<file path="src/rtl/rename_map_unit.sv">
// Register rename stage: FRAT/RRAT map tables plus a circular free list; optional busy table under RENAME_BUSY_EN.
// Latency: 1 cycle (request accepted at edge N is presented on out_* after edge N).
// Backpressure: output register holds while out_valid && !out_ready; input stalls on full output, empty free list or flush.
module rename_map_unit #(
  parameter int ARCH_BITS = 5,
  parameter int PHYS_BITS = 6,
  parameter int CTRL_W    = 88
) (
  input  logic                 CLK,
  input  logic                 RESET,
  input  logic                 in_valid,
  output logic                 in_ready,
  input  logic [ARCH_BITS-1:0] in_rs,
  input  logic [ARCH_BITS-1:0] in_rt,
  input  logic [ARCH_BITS-1:0] in_rd,
  input  logic                 in_regwrite,
  input  logic [CTRL_W-1:0]    in_ctrl,
  output logic                 out_valid,
  input  logic                 out_ready,
  output logic [PHYS_BITS-1:0] out_ps,
  output logic [PHYS_BITS-1:0] out_pt,
  output logic [PHYS_BITS-1:0] out_pd,
  output logic [PHYS_BITS-1:0] out_old_pd,
  output logic                 out_alloc,
  output logic [CTRL_W-1:0]    out_ctrl,
  output logic                 out_busy_s,
  output logic                 out_busy_t,
  input  logic                 commit_valid,
  input  logic [ARCH_BITS-1:0] commit_rd,
  input  logic [PHYS_BITS-1:0] commit_pd,
  input  logic [PHYS_BITS-1:0] commit_old_pd,
  input  logic                 wb_valid,
  input  logic [PHYS_BITS-1:0] wb_pd,
  input  logic                 flush,
  output logic [PHYS_BITS:0]   free_count
);

  localparam int ARCH     = 1 << ARCH_BITS;
  localparam int PHYS     = 1 << PHYS_BITS;
  localparam int FL_DEPTH = PHYS - ARCH;
  localparam int FLW      = (FL_DEPTH > 1) ? $clog2(FL_DEPTH) : 1;
  localparam int CW       = PHYS_BITS + 1;
  localparam logic [FLW-1:0] FL_LAST = FLW'(FL_DEPTH - 1);
  localparam logic [CW-1:0]  FL_FULL = CW'(FL_DEPTH);

  // Free-list slots are indexed modulo FL_DEPTH, which need not be a power of two.
  function automatic logic [FLW-1:0] f_inc(input logic [FLW-1:0] p);
    return (p == FL_LAST) ? '0 : p + 1'b1;
  endfunction

  logic [PHYS_BITS-1:0] r_frat [ARCH];
  logic [PHYS_BITS-1:0] r_rrat [ARCH];
  logic [PHYS_BITS-1:0] r_list [FL_DEPTH];
  logic [FLW-1:0]       r_head;
  logic [FLW-1:0]       r_tail;
  logic [FLW-1:0]       r_chead;
  logic [CW-1:0]        r_count;

  logic                 r_out_valid;
  logic [PHYS_BITS-1:0] r_out_ps;
  logic [PHYS_BITS-1:0] r_out_pt;
  logic [PHYS_BITS-1:0] r_out_pd;
  logic [PHYS_BITS-1:0] r_out_old_pd;
  logic                 r_out_alloc;
  logic [CTRL_W-1:0]    r_out_ctrl;
  logic                 r_out_busy_s;
  logic                 r_out_busy_t;

  logic                 w_need;
  logic                 w_acc;
  logic                 w_alloc;
  logic [PHYS_BITS-1:0] w_ps;
  logic [PHYS_BITS-1:0] w_pt;
  logic [PHYS_BITS-1:0] w_new_pd;
  logic [PHYS_BITS-1:0] w_prev_pd;
  logic [FLW-1:0]       w_tail_n;
  logic [FLW-1:0]       w_head_f;
  logic [CW-1:0]        w_diff;
  logic [CW-1:0]        w_flush_count;
  logic                 w_busy_s;
  logic                 w_busy_t;

  assign w_need    = in_regwrite && (in_rd != '0);
  assign in_ready  = !flush && (!r_out_valid || out_ready) && (!w_need || (r_count != '0));
  assign w_acc     = in_valid && in_ready;
  assign w_alloc   = w_acc && w_need;

  // Register 0 is hard-zero; its map entry is never written, but the read is forced anyway.
  assign w_ps      = (in_rs == '0) ? '0 : r_frat[in_rs];
  assign w_pt      = (in_rt == '0) ? '0 : r_frat[in_rt];
  assign w_new_pd  = r_list[r_head];
  assign w_prev_pd = r_frat[in_rd];

  // A same-cycle commit is folded in before the flush restore.
  assign w_tail_n  = commit_valid ? f_inc(r_tail)  : r_tail;
  assign w_head_f  = commit_valid ? f_inc(r_chead) : r_chead;

  // Free entries after a flush: distance tail -> head modulo FL_DEPTH, zero meaning a full list.
  always_comb begin
    w_diff = '0;
    if (w_tail_n >= w_head_f) begin
      w_diff = CW'(w_tail_n) - CW'(w_head_f);
    end else begin
      w_diff = CW'(w_tail_n) + FL_FULL - CW'(w_head_f);
    end
    w_flush_count = (w_diff == '0) ? FL_FULL : w_diff;
  end

  // Speculative map: restored from RRAT (plus any same-cycle commit) on flush, else updated on allocation.
  always_ff @(posedge CLK or negedge RESET) begin
    if (!RESET) begin
      for (int i = 0; i < ARCH; i++) r_frat[i] <= PHYS_BITS'(i);
    end else if (flush) begin
      for (int i = 0; i < ARCH; i++) begin
        if (commit_valid && (i != 0) && (commit_rd == ARCH_BITS'(i))) r_frat[i] <= commit_pd;
        else                                                          r_frat[i] <= r_rrat[i];
      end
    end else if (w_alloc) begin
      r_frat[in_rd] <= w_new_pd;
    end
  end

  // Committed map: updated in program order by retiring instructions.
  always_ff @(posedge CLK or negedge RESET) begin
    if (!RESET) begin
      for (int i = 0; i < ARCH; i++) r_rrat[i] <= PHYS_BITS'(i);
    end else if (commit_valid && (commit_rd != '0)) begin
      r_rrat[commit_rd] <= commit_pd;
    end
  end

  // Free-list storage: retiring instructions return their previous mapping at the tail.
  always_ff @(posedge CLK or negedge RESET) begin
    if (!RESET) begin
      for (int k = 0; k < FL_DEPTH; k++) r_list[k] <= PHYS_BITS'(ARCH + k);
    end else if (commit_valid) begin
      r_list[r_tail] <= commit_old_pd;
    end
  end

  // Free-list pointers: head rewinds to the committed head on flush.
  always_ff @(posedge CLK or negedge RESET) begin
    if (!RESET) begin
      r_head  <= '0;
      r_tail  <= '0;
      r_chead <= '0;
    end else begin
      r_tail  <= w_tail_n;
      r_chead <= w_head_f;
      if (flush)        r_head <= w_head_f;
      else if (w_alloc) r_head <= f_inc(r_head);
    end
  end

  // Occupancy: saturates at FL_DEPTH so an illegal extra commit cannot overflow it.
  always_ff @(posedge CLK or negedge RESET) begin
    if (!RESET) begin
      r_count <= FL_FULL;
    end else if (flush) begin
      r_count <= w_flush_count;
    end else if (w_alloc && !commit_valid) begin
      r_count <= r_count - 1'b1;
    end else if (!w_alloc && commit_valid && (r_count != FL_FULL)) begin
      r_count <= r_count + 1'b1;
    end
  end

`ifdef RENAME_BUSY_EN
  logic [PHYS-1:0] r_busy;

  // A writeback landing on the accept edge already makes the source ready.
  assign w_busy_s = (w_ps != '0) && r_busy[w_ps] && !(wb_valid && (wb_pd == w_ps));
  assign w_busy_t = (w_pt != '0) && r_busy[w_pt] && !(wb_valid && (wb_pd == w_pt));

  // Busy table: set by allocation (wins over a same-edge writeback), cleared by writeback or flush.
  always_ff @(posedge CLK or negedge RESET) begin
    if (!RESET) begin
      r_busy <= '0;
    end else if (flush) begin
      r_busy <= '0;
    end else begin
      if (wb_valid) r_busy[wb_pd]    <= 1'b0;
      if (w_alloc)  r_busy[w_new_pd] <= 1'b1;
    end
  end
`else
  logic w_unused_wb;
  assign w_unused_wb = ^{wb_valid, wb_pd};
  assign w_busy_s    = 1'b0;
  assign w_busy_t    = 1'b0;
`endif

  // Output register: loads on accept, holds under backpressure, drains when taken, killed by flush.
  always_ff @(posedge CLK or negedge RESET) begin
    if (!RESET) begin
      r_out_valid  <= 1'b0;
      r_out_ps     <= '0;
      r_out_pt     <= '0;
      r_out_pd     <= '0;
      r_out_old_pd <= '0;
      r_out_alloc  <= 1'b0;
      r_out_ctrl   <= '0;
      r_out_busy_s <= 1'b0;
      r_out_busy_t <= 1'b0;
    end else if (flush) begin
      r_out_valid  <= 1'b0;
    end else if (w_acc) begin
      r_out_valid  <= 1'b1;
      r_out_ps     <= w_ps;
      r_out_pt     <= w_pt;
      r_out_pd     <= w_need ? w_new_pd  : '0;
      r_out_old_pd <= w_need ? w_prev_pd : '0;
      r_out_alloc  <= w_need;
      r_out_ctrl   <= in_ctrl;
      r_out_busy_s <= w_busy_s;
      r_out_busy_t <= w_busy_t;
    end else if (out_ready) begin
      r_out_valid  <= 1'b0;
    end
  end

`ifndef SYNTHESIS
  // Retiring into an already-full free list means the commit stream is out of step with allocation.
  always @(posedge CLK) begin
    if (RESET && commit_valid && (r_count == FL_FULL))
      $display("rename_map_unit: protocol error, commit with full free list at %0t", $time);
  end
`endif

  assign out_valid  = r_out_valid;
  assign out_ps     = r_out_ps;
  assign out_pt     = r_out_pt;
  assign out_pd     = r_out_pd;
  assign out_old_pd = r_out_old_pd;
  assign out_alloc  = r_out_alloc;
  assign out_ctrl   = r_out_ctrl;
  assign out_busy_s = r_out_busy_s;
  assign out_busy_t = r_out_busy_t;
  assign free_count = r_count;

endmodule
</file>
<file path="config.mk">
export PLATFORM = sky130hd
export DESIGN_NAME = rename_map_unit
export DESIGN_NICKNAME = d
export VERILOG_FILES = /design/src/rtl/rename_map_unit.sv
export SDC_FILE = /design/constraint.sdc
export NUM_CORES = 1
export LEC_CHECK = 0
export ABC_AREA = 1
export BUFFER_PORTS_ARGS = -buffer_cell sky130_fd_sc_hd__buf_2
export CAP_MARGIN = 20
export CORE_MARGIN = 1
export CORE_UTILIZATION = 50
export CTS_CLUSTER_DIAMETER = 60
export DETAILED_ROUTE_END_ITERATION = 16
export GPL_ROUTABILITY_DRIVEN = 0
export HOLD_SLACK_MARGIN = 0.06
export PLACE_DENSITY = 0.68
export SYNTH_ARGS = -nofsm -noshare
export SYNTH_HDL_FRONTEND = slang
export SYNTH_SLANG_ARGS = --single-unit
</file>
<file path="constraint.sdc">
create_clock -name CLK -period 4.6 [get_ports CLK]
set_input_delay 0.23 -clock CLK [delete_from_list [all_inputs] [get_ports CLK]]
set_output_delay 0.23 -clock CLK [all_outputs]
set_load 0.01 [all_outputs]
</file>
### Word level (Yosys, flattened, before mapping)

Cells that the tools add are included.

| cells by class | value |
|---|---|
| $add $sub $neg | 8 |
| $mul | 0 |
| div/mod/pow operators | 0 |
| $lt $le $gt $ge | 10 |
| equal/unequal tests | 35 |
| shifts and indexed selects | 0 |
| multiplexer cells | 73 |
| bitwise gates (word level) | 7 |
| reductions and logical operators | 60 |

Operators by type and width:

| cell | number |
|---|---|
| bitwise mux 192 bit | 3 |
| two-way mux 192 bit | 2 |
| two-way mux 6 bit | 46 |
| binary-select mux 6 bit (select 5 bit) | 4 |
| == test 5 bit, second input constant | 19 |
| demux 6 bit (select 5 bit) | 3 |
| logical AND 1 bit | 43 |
| == test 5 x 4 -> 1 bit, second input constant | 8 |
| greater-or-equal comparator 6 bit, second input constant | 6 |
| inverter 5 -> 6 bit | 6 |
| two-way mux 5 bit | 7 |
| two-way mux 7 bit | 5 |
| == test 5 x 3 -> 1 bit, second input constant | 4 |
| less-than comparator 6 x 1 -> 1 bit, second input constant | 3 |
| adder 5 x 1 -> 5 bit, second input constant | 3 |
| == test 5 x 2 -> 1 bit, second input constant | 2 |
| logical NOT 5 bit | 2 |
| nonzero test 5 bit | 2 |
| adder 5 x 6 -> 7 bit, second input constant | 1 |
| adder 7 x 1 -> 7 bit, second input constant | 1 |
| logical NOT 7 bit | 1 |
| != test 7 x 6 -> 1 bit, second input constant | 1 |
| nonzero test 7 bit | 1 |
| subtractor 7 x 1 -> 7 bit, second input constant | 1 |
| other kinds (11) | 19 |

| storage, ports and cells | value |
|---|---|
| flip-flop bits (word level) | 712 |
| bits in latches | 0 |
| bits in writable memories | 0 |
| memory bits (read-only) | 0 |
| bits of input ports | 134 |
| memories | 0 |

### Longest topological paths before layout

| depth | value |
|---|---|
| depth in word-level cells | 13 |
| mapped depth | 20 |
| gate-level depth less buffers | 20 |

### Worst setup path before layout

Ideal clock, no wire load.

| timing | value |
|---|---|
| path kind | register to register |
| start point | register r_tail[0] |
| end point | register r_count[5], in the netlist free_count[5] |
| setup time | 0.073 ns |
| arrival | 2.819 ns |
| data required time | 4.527 ns |
| slack | 1.708 ns |
| cell stages (with the launch flop) | 20 |
| clock period less this slack | 2.892 ns |
| cells stage by stage | dfrtp_1 -> ha_1 -> nand2_1 -> nor2_1 -> ha_1 -> nor2_1 -> o21ai_0 -> ha_1 -> inv_1 -> fa_1 -> a21oi_1 -> o21ai_0 -> nand2_1 -> o21ai_0 -> or2_2 -> o21ai_0 -> o21ai_0 -> nand2_1 -> inv_1 -> a21oi_1 |

| between the ends | value |
|---|---|
| cells in the longest elaborated chain, start to end | 9 |
| elaborated cells between the ends (all ways) | 12 |
| classes of those cells | add/sub: 4; order compare: 1; eq/ne: 1; mux: 5; reduce/logical: 1 |

RTL lines:

| item | RTL line | source |
|---|---|---|
| from (decl) | 55 | `logic [FLW-1:0] r_tail;` |
| from (signal assigned) | 148 | `r_tail <= w_tail_n;` |
| adder 5 x 1 -> 5 bit / == test 5 bit (equally long branches) | 48 | `return (p == FL_LAST) ? '0 : p + 1'b1;` |
| two-way mux 5 bit | 48 |  |
| two-way mux 5 bit * | 95 | `assign w_tail_n = commit_valid ? f_inc(r_tail) : r_tail;` |
| adder 5 x 6 -> 7 bit | 104 | `w_diff = CW'(w_tail_n) + FL_FULL - CW'(w_head_f);` |
| subtractor 7 x 5 -> 7 bit | 104 |  |
| two-way mux 7 bit * | 101 | `if (w_tail_n >= w_head_f) begin` |
| logical NOT 7 bit | 106 | `w_flush_count = (w_diff == '0) ? FL_FULL : w_diff;` |
| two-way mux 7 bit * | 106 |  |
| two-way mux 7 bit * | 159 | `end else if (flush) begin` |
| to (signal assigned) | 160 | `r_count <= w_flush_count;` |
| to (signal assigned) | 162 | `r_count <= r_count - 1'b1;` |
| to (signal assigned) | 164 | `r_count <= r_count + 1'b1;` |
| to (decl) | 57 | `logic [CW-1:0] r_count;` |

Mark *: on every way between the ends. The rest lies on a longest branch, timed or not.
A chain may end at the register's enable or synchronous reset.

### Worst setup path in the final report

| timing | value |
|---|---|
| start point | register r_head[0] |
| end point | register r_frat[78] in the netlist's numbering |

| between the ends | value |
|---|---|
| cells in the longest elaborated chain, start to end | 7 |

RTL lines:

| item | RTL line | source |
|---|---|---|
| from (decl) | 54 | `logic [FLW-1:0] r_head;` |
| from (signal assigned) | 150 | `if (flush) r_head <= w_head_f;` |
| from (signal assigned) | 151 | `else if (w_alloc) r_head <= f_inc(r_head);` |
| inverter 5 -> 6 bit (not written as such) | 91 | `assign w_new_pd = r_list[r_head];` |
| binary-select mux 6 bit (select 5 bit) | 91 |  |
| two-way mux 6 bit (not written as such) (2 in series) | 91 |  |
| bitwise mux 192 bit | 119 | `r_frat[in_rd] <= w_new_pd;` |
| two-way mux 192 bit | 118 | `end else if (w_alloc) begin` |
| two-way mux 192 bit | 113 | `end else if (flush) begin` |
| to (signal, indexed assignment) | 115 | `if (commit_valid && (i != 0) && (commit_rd == ARCH_BITS'(i))) r_frat[i] <= commit_pd;` |
| to (signal, indexed assignment) | 116 | `else r_frat[i] <= r_rrat[i];` |
| to (signal, indexed assignment) | 119 |  |
| to (decl) | 51 | `logic [PHYS_BITS-1:0] r_frat [ARCH];` |

Every way passes these cells. The select of a mux whose other input is x is not followed.

==> impl_metrics.tcl <==
set metrics [dict create \
    critical_path_class "flip-flop to flip-flop" \
    drt_iter0_markers 4540 \
    tns_ns 0 \
    post-route-util_pct 57.9 \
    min_period_over_period_pct 70.9 \
    avgViaCountPerCell 5.96 \
    die_h_um 271 \
    ys_seq_area_share_pct 50.3 \
    regToRegStartpoint "r_head[0]" \
    worstPathMaxFanout 53 \
    ys_ff_latch 712 \
    synthArstFlopShare_pct 100 \
    synthTopCellsByCount "nand2_1 (1191), o21ai_0 (667), dfrtp_1 (439)" \
    drc 0 \
    startpoint_type "flip-flop" \
    post_cts.repair.setup_buffers 0 \
    port_buffers 248 \
    first_pass_iters 6 \
    clkTransAtPathRegs_ns 0.06 \
    die_area_sq_mm 0.0733 \
    grt_usage_pct 33.2 \
    root_buffer "clkbuf_16" \
    synth_fa_ha_area_share_pct 0.575 \
    cap_violations 0 \
    core_sq_mm 0.0715 \
    clock_sinks 712 \
    start_util_pct 50.5 \
    rows 98 \
    synth_top_cell_by_area "dfrtp_1" \
    avgSynthCellArea_sq_um 8.00 \
    place_hpwl_um 78300 \
    total_power_mw 23.5 \
    placed_area_sq_mm 0.0376 \
    netlist_area_sq_mm 0.0361 \
    synthMuxAreaShare_pct 0 \
    reg2reg_slack_ns 1.34 \
    synth_edf_count 0 \
    synth-xor-area-share_pct 0.239 \
    cp.required_ns 5.15 \
    drt-wirelength-per-cell_um 21.7 \
    stdcell_area_sq_mm 0.0414 \
    synth_compound_area_share_pct 22.4 \
    grt_antenna_before_repair 13 \
    vias 33900 \
    irDropWorstVdd_uv 553 \
    min_period_ns 3.26 \
    synth_simple_gate_area_share_pct 19.2 \
    p_leak_nw 18.5 \
    slowest_delay_ns 0.49 \
    cts_tree "done" \
    grt_pass1_vias 31800 \
    cts_buffers 80 \
    grt_start_max_net_pins 179 \
    reg2reg_to "r_frat[78]" \
    hold_violations 0 \
    yosys_warnings 0 \
    fin_nets 4807 \
    ff2ff_path_depth 11 \
    overflow 0 \
    antenna_left 0 \
    cpLargestDelayFamily "buffers and inverters" \
    endpoint_kind "flip-flop" \
    final.setup_skew_ns 0.0274 \
    netlist.area_leader.share_pct 30.4 \
    maxSlewHeadroom_pct 14.1 \
    status "completed" \
    setup-violations-final 0 \
    crit_path_start "r_head[0]" \
    ys_types 51 \
    path_buf_inv 3 \
    critical_path_arrival_ns 3.81 \
    cp.depth 11 \
    max_freq_mhz 307 \
    yosys-top-cells-area "dfrtp_1 (30%), dfstp_2 (20%), nand2_1 (12%), o21ai_0 (9.2%), nor2_1 (3.5%)" \
    power.density_mw_per_mm2 568 \
    ioPinCount 258 \
    cts_resized 0 \
    totalWireLength_um 123000 \
    tightestPinTransition_ns 1.28 \
    rsz0062_at_grt "no" \
    crit_chain "inv_4, buf_12, o21ai_0, o22ai_1, o21ai_0, o22ai_1, nand2_1, nand2_4, buf_4, a22oi_1, o21ai_0" \
    synth_flop_cell "dfrtp_1" \
    worstSetupEndpoint "r_frat[78]" \
    htree_levels 3 \
    slowest_stage "dfrtp_2" \
    die_x_um 271 \
    grt_pass1_wl_um 190000 \
    crit_top_cell "o21ai_0" \
    cts_hold_buf 99 \
    synth.most_common_cell "nand2_1" \
    area_growth_syn_to_layout_pct 14.6 \
    synth_top_family_by_area "compound AO/OA/AOI/OAI gates" \
    syn_inst 4513 \
    clk_latency_ns 0.64 \
    min_path_type "primary input to flip-flop" \
    clock_path_buffers 3 \
    final_max_slew_viol_count 0 \
    layout-drive-gt1-share_pct 16.6 \
]
==> layer usage <==
layer | share of wire, % | global-route usage [%] | vias to the layer above
li1 | - | - | 15500
met1 | 41 | 44.8 | 16100
met2 | 44 | 50.1 | 1781
met3 | 9.5 | 7.38 | 433
met4 | 5.7 | 17.1 | 16
met5 | 0.081 | 0 | -
==> per-stage QoR <==
step                setup slack, ns  hold WS [ns]  instances
detailed placement             1.39         0.307       5424
global placement               1.38         0.312       5423
CTS                            1.36         0.120       5672
finish                         1.34         0.148       5679
global route                   1.02         0.161       5679
floorplan                      1.71       -0.0656       4514
==> tightest hold or removal path: stages <==
cell	delay (ns)
buf_2	0.12
nor2_1	0.06
inv_2	0.16
o21ai_0	0.10
nand2_1	0.08
==> power breakdown <==
part	internal (mW)	switching [mW]
Combinational	2.29	5.15
Sequential	8.34	1.01
Clock	3.99	2.74
==> final cells by class <==
cell class              count  area (sq um)
diodes                      5          12.5
clock buffers             115          2320
clock inverters            34           453
fillers                  6447         30100
inverters                 297          1120
multi-input cells        3171         15400
flip-flops and latches    712         18200
well taps                 950          1190
repair buffers            395          2780
==> cell families (layout without fill, tap and decap cells) <==
logic type | count (synthesis) | count (layout)
simple gates | 1748 | 1748
compound gates | 1396 | 1396
flops | 712 | 712
buf+inv | 631 | 841
fa+ha+maj | 16 | 16
xor+xnor | 9 | 9
other cells | 1 | 7
==> flip-flops by register name (all words and copies together), names as in the netlist, 6 cells and up <==
| name | flops |
|---|---|
| r_rrat | 192 |
| free_count | 7 |
| out_ps | 6 |
| r_list | 192 |
| out_ctrl | 88 |
| out_old_pd | 6 |
| out_pd | 6 |
| r_frat | 192 |
| out_pt | 6 |
==> layout by cell type (no fill, tap or decap), drive strengths merged, types with 9 or more instances in the layout <==
cell type / count
buf: 295
o221ai: 27
o22ai: 82
nand2: 1199
dfrtp: 439
a221oi: 35
o21a: 20
a22oi: 150
xor2: 9
a21oi: 231
clkinv: 17
a211oi: 11
dfstp: 273
clkbuf: 115
nor3: 22
o211ai: 36
o21ai: 768
inv: 301
o32ai: 24
ha: 15
dlygate4sd3: 100
nand3: 164
nor2: 347
==> how the worst min path moves through the flow <==
stage / from / end / slack, ns / cells after the start
CTS: commit_rd[4] / r_rrat[118] / 0.12 / 5
floorplan: RESET / free_count[0] / -0.07 / 0
global placement: RESET / r_frat[142] / 0.31 / 1
global route: commit_rd[4] / r_rrat[114] / 0.16 / 5
detailed placement: RESET / r_rrat[137] / 0.31 / 1
finish: commit_rd[4] / r_rrat[118] / 0.15 / 5
(Power assumes the default switching activity.)
